**config.mk**
```make
export PLATFORM = sky130hd
export DESIGN_NAME = inst_encoder
export DESIGN_NICKNAME = d
export VERILOG_FILES = /design/src/rtl/inst_pkg.sv /design/src/rtl/enc_fifo2.sv /design/src/rtl/inst_encoder.sv
export SDC_FILE = /design/constraint.sdc
export NUM_CORES = 1
export LEC_CHECK = 0
export ABC_AREA = 0
export CAP_MARGIN = 0
export CORE_ASPECT_RATIO = 0.75
export CORE_MARGIN = 2
export CORE_UTILIZATION = 55
export DETAILED_ROUTE_END_ITERATION = 8
export PLACE_DENSITY = 0.86
export SYNTH_ARGS = -nofsm -noshare
export SYNTH_HDL_FRONTEND = slang
export SYNTH_HIERARCHICAL = 1
export SYNTH_SLANG_ARGS = --single-unit
```
**constraint.sdc**
```tcl
create_clock -name clk -period 4.18 [get_ports clk]
set_input_delay 1.045 -clock clk [delete_from_list [all_inputs] [get_ports clk]]
set_output_delay 1.045 -clock clk [all_outputs]
set_load 0.01 [all_outputs]
```
**src/rtl/inst_pkg.sv**
```systemverilog
// Shared definitions for the instruction encoder: format codes, opcode[6:2]
// class constants and the immediate range checker.
package inst_pkg;

  typedef enum logic [2:0] {
    FMT_R = 3'd0,
    FMT_I = 3'd1,
    FMT_S = 3'd2,
    FMT_B = 3'd3,
    FMT_U = 3'd4,
    FMT_J = 3'd5
  } fmt_e;

  // opcode[6:2] classes
  localparam logic [4:0] OPC_OP     = 5'b01100;
  localparam logic [4:0] OPC_OPIMM  = 5'b00100;
  localparam logic [4:0] OPC_LOAD   = 5'b00000;
  localparam logic [4:0] OPC_JALR   = 5'b11001;
  localparam logic [4:0] OPC_STORE  = 5'b01000;
  localparam logic [4:0] OPC_BRANCH = 5'b11000;
  localparam logic [4:0] OPC_AUIPC  = 5'b00101;
  localparam logic [4:0] OPC_LUI    = 5'b01101;
  localparam logic [4:0] OPC_JAL    = 5'b11011;

  // True when imm is representable in the immediate field of format f.
  // Sign-extension ranges are checked as "all upper bits equal".
  function automatic logic imm_ok(input fmt_e f, input logic [31:0] imm);
    logic ok;
    ok = 1'b1;
    case (f)
      FMT_I, FMT_S: ok = (&imm[31:11]) | ~(|imm[31:11]);
      FMT_B:        ok = ((&imm[31:12]) | ~(|imm[31:12])) & ~imm[0];
      FMT_J:        ok = ((&imm[31:20]) | ~(|imm[31:20])) & ~imm[0];
      FMT_U:        ok = ~(|imm[11:0]);
      default:      ok = 1'b1;
    endcase
    return ok;
  endfunction

endpackage

```
**src/rtl/enc_fifo2.sv**
```systemverilog
// Two-entry FIFO holding encoder results.
// Ports: clk, rst_n (async, active low); push_i/data_i write side;
// pop_i/valid_o/data_o read side (data_o is zero when empty);
// full_o reflects registered occupancy only.
module enc_fifo2 #(
  parameter int unsigned W = 33
) (
  input  logic         clk,
  input  logic         rst_n,
  input  logic         push_i,
  input  logic [W-1:0] data_i,
  input  logic         pop_i,
  output logic         valid_o,
  output logic         full_o,
  output logic [W-1:0] data_o
);

  typedef enum logic [1:0] {
    OCC_EMPTY = 2'd0,
    OCC_ONE   = 2'd1,
    OCC_FULL  = 2'd2
  } occ_e;

  occ_e           occ_q, occ_d;
  logic [W-1:0]   mem_q [2];
  logic           wr_q, rd_q;
  logic           do_push, do_pop;

  assign do_push = push_i && (occ_q != OCC_FULL);
  assign do_pop  = pop_i  && (occ_q != OCC_EMPTY);

  always_comb begin
    occ_d = occ_q;
    case (occ_q)
      OCC_EMPTY: if (do_push) occ_d = OCC_ONE;
      OCC_ONE: begin
        if (do_push && !do_pop)      occ_d = OCC_FULL;
        else if (!do_push && do_pop) occ_d = OCC_EMPTY;
      end
      OCC_FULL:  if (do_pop) occ_d = OCC_ONE;
      default:   occ_d = OCC_EMPTY;
    endcase
  end

  always_ff @(posedge clk or negedge rst_n) begin
    if (!rst_n) begin
      occ_q <= OCC_EMPTY;
      wr_q  <= 1'b0;
      rd_q  <= 1'b0;
      mem_q <= '{default: '0};
    end else begin
      occ_q <= occ_d;
      wr_q  <= wr_q ^ do_push;
      rd_q  <= rd_q ^ do_pop;
      if (do_push) mem_q[wr_q] <= data_i;
    end
  end

  assign valid_o = (occ_q != OCC_EMPTY);
  assign full_o  = (occ_q == OCC_FULL);
  assign data_o  = valid_o ? mem_q[rd_q] : '0;

endmodule

```
**src/rtl/inst_encoder.sv**
```systemverilog
// RV32 instruction encoder: packs register/immediate fields by format,
// flags unencodable requests, buffers results in a 2-entry FIFO.
// Ports: clk, rst_n (async, active low); in_* request with valid/ready;
// out_* result with valid/ready (out_err marks an error entry, inst=0);
// enc_cnt/err_cnt saturating counts of accepted/errored requests.
module inst_encoder
  import inst_pkg::*;
(
  input  logic        clk,
  input  logic        rst_n,
  input  logic        in_valid,
  output logic        in_ready,
  input  logic [2:0]  in_fmt,
  input  logic [6:0]  in_opcode,
  input  logic [4:0]  in_rd,
  input  logic [4:0]  in_rs1,
  input  logic [4:0]  in_rs2,
  input  logic [2:0]  in_funct3,
  input  logic [6:0]  in_funct7,
  input  logic [31:0] in_imm,
  output logic        out_valid,
  input  logic        out_ready,
  output logic [31:0] out_inst,
  output logic        out_err,
  output logic [15:0] enc_cnt,
  output logic [15:0] err_cnt
);

  logic        init_q;
  logic [15:0] enc_cnt_q, enc_cnt_d, err_cnt_q, err_cnt_d;
  logic        fifo_full;
  logic        accept;
  logic [31:0] inst_raw;
  logic        class_ok, fmt_ok, err;
  logic [4:0]  opc_class;
  logic [32:0] fifo_out;

  assign opc_class = in_opcode[6:2];

  always_comb begin
    inst_raw = '0;
    class_ok = 1'b0;
    fmt_ok   = 1'b1;
    case (fmt_e'(in_fmt))
      FMT_R: begin
        class_ok = (opc_class == OPC_OP);
        inst_raw = {in_funct7, in_rs2, in_rs1, in_funct3, in_rd, in_opcode};
      end
      FMT_I: begin
        class_ok = (opc_class == OPC_OPIMM) || (opc_class == OPC_LOAD) ||
                   (opc_class == OPC_JALR);
        inst_raw = {in_imm[11:0], in_rs1, in_funct3, in_rd, in_opcode};
      end
      FMT_S: begin
        class_ok = (opc_class == OPC_STORE);
        inst_raw = {in_imm[11:5], in_rs2, in_rs1, in_funct3, in_imm[4:0], in_opcode};
      end
      FMT_B: begin
        class_ok = (opc_class == OPC_BRANCH);
        inst_raw = {in_imm[12], in_imm[10:5], in_rs2, in_rs1, in_funct3,
                    in_imm[4:1], in_imm[11], in_opcode};
      end
      FMT_U: begin
        class_ok = (opc_class == OPC_AUIPC) || (opc_class == OPC_LUI);
        inst_raw = {in_imm[31:12], in_rd, in_opcode};
      end
      FMT_J: begin
        class_ok = (opc_class == OPC_JAL);
        inst_raw = {in_imm[20], in_imm[10:1], in_imm[11], in_imm[19:12], in_rd, in_opcode};
      end
      default: fmt_ok = 1'b0;
    endcase
  end

  assign err = !fmt_ok || !class_ok || (in_opcode[1:0] != 2'b11) ||
               !imm_ok(fmt_e'(in_fmt), in_imm);

  // init_q holds in_ready low until the first edge after reset release
  assign in_ready = init_q && !fifo_full;
  assign accept   = in_valid && in_ready;

  always_comb begin
    enc_cnt_d = enc_cnt_q;
    err_cnt_d = err_cnt_q;
    if (accept && (enc_cnt_q != '1))        enc_cnt_d = enc_cnt_q + 16'd1;
    if (accept && err && (err_cnt_q != '1)) err_cnt_d = err_cnt_q + 16'd1;
  end

  always_ff @(posedge clk or negedge rst_n) begin
    if (!rst_n) begin
      init_q    <= 1'b0;
      enc_cnt_q <= '0;
      err_cnt_q <= '0;
    end else begin
      init_q    <= 1'b1;
      enc_cnt_q <= enc_cnt_d;
      err_cnt_q <= err_cnt_d;
    end
  end

  enc_fifo2 #(.W(33)) u_fifo (
    .clk     (clk),
    .rst_n   (rst_n),
    .push_i  (accept),
    .data_i  (err ? {1'b1, 32'h0} : {1'b0, inst_raw}),
    .pop_i   (out_ready),
    .valid_o (out_valid),
    .full_o  (fifo_full),
    .data_o  (fifo_out)
  );

  assign out_err  = fifo_out[32];
  assign out_inst = fifo_out[31:0];
  assign enc_cnt  = enc_cnt_q;
  assign err_cnt  = err_cnt_q;

endmodule

```
# After elaboration in Yosys (flattened, before gate mapping)
# Index checks and enable logic that the tools add are counted.
# word_totals
reg_bits	103
latchBits	0
ram_bits	0
n_memories	0
rom_bits	0
# op_classes
multipliers	0
n_lt_le_gt_ge	3
bitwise	14
eq_ne	22
shifts	0
add_sub_neg	2
div	0
reduce_logical	36
muxes	17
# ops
op	count
33-bit two-way mux	6
32-bit one-hot mux with 6 select lines	1
66-bit bitwise mux	1
33-bit demux with 1-bit select	1
16-bit by 1-bit adder with 16-bit output (second input constant)	2
16-bit inequality test (second input constant)	2
12-bit OR reduction	2
21-bit AND reduction	1
21-bit OR reduction	1
20-bit AND reduction	1
20-bit OR reduction	1
5-bit by 4-bit equality test with 1-bit output (second input constant)	3
5-bit equality test (second input constant)	3
12-bit AND reduction	1
5-bit by 3-bit equality test with 1-bit output (second input constant)	2
1-bit logical AND	10
2-bit two-way mux	4
3-bit by 2-bit equality test with 1-bit output (second input constant)	2
3-bit equality test (second input constant)	2
1-bit logical NOT	6
1-bit logical OR	6
1-bit one-hot mux with 6 select lines	1
2-bit one-hot mux with 3 select lines	1
6-bit OR reduction	1
21 further kinds	33

# Depth between registers and ports, before layout
# Gate-level depths: netlist of the first run.
# depth
ltp_word	10
mapped_depth	11
depth_no_buf	9

# Modules after synthesis
# The synthesis of the first run kept the hierarchy.
# by_module_without_submodules
mod	n_inst	area_per_inst_um2	cells_each
enc_fifo2	1	3510.9	233
inst_encoder	1	2608.8	321

# Worst setup path before layout of the first run
# OpenSTA, ideal clock, no wires.
# synth_path
path_type	input-to-reg
start	in in_fmt[1]
end	reg u_fifo/mem_q[32] (netlist name)
slack_ns	1.398
arrival_time_ns	2.657
cell_stages	10
setup_time_ns	0.125
path_buffers	3
required_ns	4.055
cell_sequence	buf_4 > nand3b_4 > mux2i_1 > a2111oi_2 > a22oi_1 > a21oi_4 > inv_2 > buf_4 > buf_6 > mux2_2
# synth_via
elab_chain_len	9
word_cells_on_any_way	19
# synth_lines
element	line	text
from (decl)	inst_encoder.sv:13	input logic [2:0] in_fmt,
3-bit equality test (tied with other cells)	inst_pkg.sv:30, inst_encoder.sv:44	
6-bit OR reduction (no source line)	n/a	
1-bit two-way mux	inst_encoder.sv:44	case (fmt_e'(in_fmt))
1-bit logical NOT	inst_encoder.sv:75	assign err = !fmt_ok || !class_ok || (in_opcode[1:0] != 2'b11) ||
1-bit logical OR (2 in series)	inst_encoder.sv:75	
1-bit logical OR (*)	inst_encoder.sv:75	
named net err	inst_encoder.sv:34	logic class_ok, fmt_ok, err;
33-bit two-way mux (*)	inst_encoder.sv:105	.data_i (err ? {1'b1, 32'h0} : {1'b0, inst_raw}),
66-bit bitwise mux (*)	enc_fifo2.sv:55	if (do_push) mem_q[wr_q] <= data_i;
to (signal, indexed assignment)	enc_fifo2.sv:55	
to (decl)	enc_fifo2.sv:25	logic [W-1:0] mem_q [2];
# The timed path passes the listed nets; every way through them passes the cells marked *.
# A chain may end at the register's enable or synchronous reset.

# Final worst setup path of the first run
# layout_path
start	in in_fmt[0]
end	reg u_fifo/mem_q[48] (netlist name)
# layout_via
elab_chain_len	9
word_cells_on_any_way	20
# layout_lines
element	line
3-bit equality test (tied with other cells)	inst_pkg.sv:30, inst_encoder.sv:44
6-bit OR reduction (no source line)	n/a
1-bit two-way mux	inst_encoder.sv:44
1-bit logical NOT	inst_encoder.sv:75
1-bit logical OR (3 in series)	inst_encoder.sv:75
33-bit two-way mux (*)	inst_encoder.sv:105
66-bit bitwise mux (*)	enc_fifo2.sv:55
# Every way passes the cells marked *; elsewhere a longest branch is shown, timed or not.

==> flow_summary.toml, run 1 <==
[sta]
tns_ns = 0
period_minus_slack_ns = 3.45
fin_skew_ns = 0.00581
finalSetupViolCount = 0
relSlewSlack_pct = 37.3
whs_ns = 0.498
worst_slack_ns = 0.733
report.final.slew_viol_count = 0
rsz0062_at_grt = "no"
max_slew.worst_pin.slew_ns = 0.938
period_share_pct = 82.5
fmax_ghz = 0.290
finalHoldViolations = 0

[cells_and_area]
area_growth_pct = 27.8
layout_commonest_cell = "clkdlybuf4s50_1"
filler_cell_count = 776
drive_gt1_share_pct = 16.4
diodes = 0
final_area_um2 = 7820
layout_common_cells = "clkdlybuf4s50_1, dfrtp_1, nor2_1"
nNetsFinal = 761

[clock_network]
postCtsHoldBufs = 0
clockRootBuffer = "clkbuf_16"
post_cts_resized = 0
clk_pin_slew_ns = 0.06
tritoncts = "built"
cts-buffers-inserted = 9
cts_setup_buffers = 0
cts.sinks = 103
cts_buffer_depth = 2
clk-insertion-delay-late_ns = 0.34
htree_levels = 3

[global_route]
grt.met2_usage_pct = 42.1
grt_pass1_wl_mm = 25.4
grt_pass1_vias = 4884
grt-ovfl-total = 0
grt_use_met3_pct = 6.73
grt-busiest-layer = "met2"
grt_max_degree = 79
antenna_found_initial = 0
grtUsageMet1_pct = 37.7
grt_usage_pct = 27.0

[die]
start_util_pct = 56.1
dieArea_um2 = 12000
pin_count = 138
row_count = 33
fp.dieW_um = 126
die_y_um = 95.4
core_um2 = 10900

[setup_path]
end_kind = "flip-flop"
worstPathMaxFanout = 27
rr_startpoint = "u_fifo/occ_q[0]"
crit_required_ns = 4.41
arrival_ns = 3.67
critical_path_class = "input port to flip-flop"
critPathLaunchType = "input port"
critPathLaunch = "in_fmt[0]"

[placement]
placed_area_um2 = 7510
dpl_worst_slack_ns = 0.471
gp_congestion = 0.891
dp_hpwl_mm = 11.2
portBuffers = 137

[routing]
postRouteAntennaNets = 0
dr_total_vias = 4836
post_drt_wl_per_cell_um = 19.1
wl_mm = 15.8
via_per_inst = 5.83
route.detailed.drc = 0
drt_iter0_markers = 362
firstDrtPassIters = 5

[yosys]
synth-edff-count = 0
postSynthCellCount = 554
ys_seq_elements = 103
yosysSeqAreaShare_pct = 42.1
postSynthAreaPerCell_um2 = 11.0
synth_area_um2 = 6120
synth_ff_type = "dfrtp_1"
yosysWarnings = 6
synth_cell_types = 53
synth_nets = 630
synthArstFlopShare_pct = 100

[power_and_ir_drop]
leakage_nw = 3.49
p_per_area_nw_per_um2 = 370
ir_worst_vdd_v = 0.000394
power_mw = 2.90

[run_status]
outcome = "complete, no violations"

[worst_hold_path]
hp-class = "flip-flop to flip-flop"
hp-start = "err_cnt[9]"

[run]
cap_violations = 0
-- flip-flops by register name, summed over array words and instances (netlist names) --
register,flops
u_fifo/rd_q,1
enc_cnt,16
err_cnt,16
u_fifo/wr_q,1
init_q,1
u_fifo/mem_q,66
u_fifo/occ_q,2
-- final cells by class --
type / instances / area [um2] / area share, %
Clock buffer: 12 / 246 / 3.15
Sequential cell: 103 / 2580 / 33.0
Multi-Input combinational cell: 412 / 3210 / 41.1
Inverter: 8 / 30.0 / 0.384
Clock inverter: 3 / 67.6 / 0.864
Timing Repair Buffer: 151 / 1510 / 19.3
Tap cell: 140 / 175 / 2.24
-- worst max-delay path, cell delays in order --
cell             delay [ns]
clkdlybuf4s50_1        0.79
buf_4                  0.34
nor2b_1                0.26
o22ai_1                0.12
nand2_1                0.16
a21oi_4                0.12
inv_2                  0.24
buf_12                 0.22
nor2_1                 0.09
mux2_4                 0.27
-- power breakdown --
group / internal (mW) / total [mW] / switching [mW] / leakage (nW)
combinational: 0.410 / 0.799 / 0.388 / 1.94
sequential: 1.07 / 1.21 / 0.140 / 1.40
clock: 0.538 / 0.885 / 0.347 / 0.149
-- cell usage after synthesis, types with 6 or more instances --
cell	n	share of area, %
dfrtp_1	103	42
nor2_1	90	5.5
mux2_4	61	15
mux2i_1	47	7.7
a21oi_1	32	2.6
nand3_1	20	1.6
xnor2_1	18	2.6
nor2b_1	15	1.5
nand2_1	14	0.86
nand4_1	13	1.3
mux2_2	12	2.2
and2_1	10	1.0
xor2_1	10	1.4
a22oi_1	8	0.98
and3_1	7	0.72
inv_1	7	0.43
nor4_1	7	0.72
and4_1	6	0.86
buf_12	6	2.0
clkbuf_1	6	0.37
-- worst paths after layout --
| path | end | slack, ns | cells past startpoint |
|---|---|---|---|
| setup / recovery | u_fifo/mem_q[48] | 0.73 | 10 |
| hold / removal | err_cnt[9] | 0.50 | 1 |
| setup reg to reg | u_fifo/mem_q[60] | 1.51 | 8 |
| hold reg to reg | err_cnt[9] | 0.50 | 1 |
| max in group asynchronous | err_cnt[12] | 2.85 | 2 |
| min in group asynchronous | u_fifo/mem_q[23] | 0.61 | 1 |
-- kinds of logic after synthesis --
logic type      after synthesis  share of synthesized area [%]
compound gates               56                           5.77
xor+xnor                     28                           4.01
fa+ha+maj                     5                           1.02
buf+inv                      39                           5.44
flops                       103                           42.1
mux                         120                           24.9
other cells                   1                         0.0613
simple gates                202                           16.7
-- per-layer routing --
layer  part of all wire [%]  wire length, um
met4                    1.9              296
met2                     45             7120
met3                    8.8             1390
met5                      0                0
met1                     44             6990
-- per-stage QoR --
stage	util (%)	instances
final	71.8	829
after global routing	71.8	829
after CTS	71.8	829
after detailed placement	68.9	814
after global placement	68.9	814
after floorplan	-	554
(Power assumes the default switching activity.)
==> inputs of run 2 (changes only) <==
- CORE_UTILIZATION: 55 -> 51
- PLACE_DENSITY: 0.86 -> 0.81
- clock period: 4.18 -> 3.43 ns (I/O delays scaled with it)
==> flow_summary.toml, run 2 (synthesis results as in run 1) <==
[clock_network]
post_cts_resized = 0
clockRootBuffer = "clkbuf_16"
cts.sinks = 103
cts_setup_buffers = 0
cts-buffers-inserted = 9
cts_buffer_depth = 2
postCtsHoldBufs = 0
clk-insertion-delay-late_ns = 0.35
clk_pin_slew_ns = 0.07
tritoncts = "built"
htree_levels = 3

[setup_path]
arrival_ns = 2.25
critPathMaxStageDelay_ns = 0.62
end_kind = "output pin"
cp_top_family = "buffers and inverters"
crit_slowest_cell = "nor2_4"
critical_path_class = "flip-flop to output pin"
critPathLaunchType = "flip-flop"
crit_required_ns = 2.57
crit_chain = "nor2_4, buf_4, nor2_1, clkdlybuf4s50_1"
worstPathMaxFanout = 27
cp_num_buf_inv = 2

[sta]
fin_skew_ns = 0.00816
finalHoldViolations = 0
relSlewSlack_pct = 50.7
finalSetupViolCount = 0
report.final.slew_viol_count = 0
whs_ns = 0.487
tns_ns = 0
fmax_ghz = 0.322
max_slew.worst_pin.slew_ns = 0.737
worst_slack_ns = 0.325
rsz0062_at_grt = "no"
period_minus_slack_ns = 3.11
period_share_pct = 90.5

[cells_and_area]
filler_cell_count = 888
regArea_um2 = 2580
largest_register_ffs = 66
nNetsFinal = 768
multi_input_area_um2 = 3210
top_register = "u_fifo/mem_q"
layout_commonest_cell = "clkdlybuf4s50_1"
drive_gt1_share_pct = 17.5
diodes = 0
layout_common_cells = "clkdlybuf4s50_1, dfrtp_1, nor2_1"
area_growth_pct = 28.9

[run]
cap_violations = 0

[placement]
dpl_worst_slack_ns = 0.151
portBuffers = 137
gp_congestion = 0.917
dp_hpwl_mm = 11.9

[die]
die_y_um = 98.9
fp.dieW_um = 130
row_count = 34
dieArea_um2 = 12900
core_um2 = 11700
start_util_pct = 52.5
pin_count = 138

[global_route]
grt_pass1_wl_mm = 26.0
grtUsageMet1_pct = 36.7
grt_pass1_vias = 5043
grt.met2_usage_pct = 40.5
grt_max_degree = 41
grt_use_met3_pct = 5.48
grt_usage_pct = 25.9
antenna_found_initial = 0
grt-ovfl-total = 0
grt-busiest-layer = "met2"

[worst_hold_path]
hp-class = "input port to async pin"

[power_and_ir_drop]
power_mw = 3.50
p_per_area_nw_per_um2 = 443
ir_worst_vdd_v = 0.000271
leakage_nw = 3.51

[routing]
firstDrtPassIters = 5
postRouteAntennaNets = 0
post_drt_wl_per_cell_um = 18.8
dr_total_vias = 4768
route.detailed.drc = 0
wl_mm = 16.1
drt_iter0_markers = 374
via_per_inst = 5.55

[run_status]
outcome = "complete, no violations"
run 2: cell types whose count changed in the layout (fill, tap and decap cells not counted), sizes merged:
cell	change
clkinvlp	+1
clkinv	+2
inv	+1
buf	+7
clkbuf	-2
bufinv	-1
run 2: routing by layer:
layer | vias up | wire (um)
met5 | - | 0
met4 | 0 | 187
met3 | 15 | 1020
met2 | 179 | 7380
met1 | 2355 | 7550
li1 | 2219 | -
run 2: worst reg2reg max path, stage by stage (launching register included):
cell and delay [ns]:
dfrtp_1 0.47, nand2b_1 0.21, inv_1 0.07, nor2b_1 0.17, and2_1 0.22, and2_1 0.26
ha_2 0.43, buf_12 0.25, mux2_2 0.36
run 2: worst paths after layout:
kind	startpoint	end	slack, ns	cells past startpoint
setup / recovery	u_fifo/occ_q[1]	out_inst[12]	0.32	4
hold / removal	rst_n	u_fifo/mem_q[62]	0.49	1
setup reg to reg	u_fifo/occ_q[0]	u_fifo/mem_q[32]	0.89	8
hold reg to reg	u_fifo/mem_q[44]	u_fifo/mem_q[44]	0.51	1
min in group clk	u_fifo/mem_q[44]	u_fifo/mem_q[44]	0.51	1
max in group asynchronous	rst_n	u_fifo/wr_q	2.15	2
run 2: cell type report:
| type | instances | area share, % |
|---|---|---|
| multi-input combinational | 412 | 40.7 |
| sequential | 103 | 32.7 |
| timing repair buffer | 158 | 19.8 |
| clock buffer | 10 | 2.90 |
| tap | 162 | 2.57 |
| clock inverter | 6 | 0.888 |
| inverter | 8 | 0.381 |
run 2: power by group:
group          leakage (nW)  switching, mW  internal, mW
clock                 0.141          0.453         0.571
combinational          1.97          0.485         0.517
sequential             1.40          0.165          1.31
run 2: metrics by stage:
step / util (%) / instance area [um2] / std cells
floorplan: - / 6120 / 554
global placement: 65.1 / 7590 / 843
detailed placement: 65.1 / 7590 / 843
CTS: 67.7 / 7890 / 859
global route: 67.7 / 7890 / 859
finish: 67.7 / 7890 / 859
==> inputs of run 3 (changes only) <==
- CTS_CLUSTER_DIAMETER: not set -> 200
==> results of run 3 <==
Final layout, timing and power as in run 2 (identical DEF).
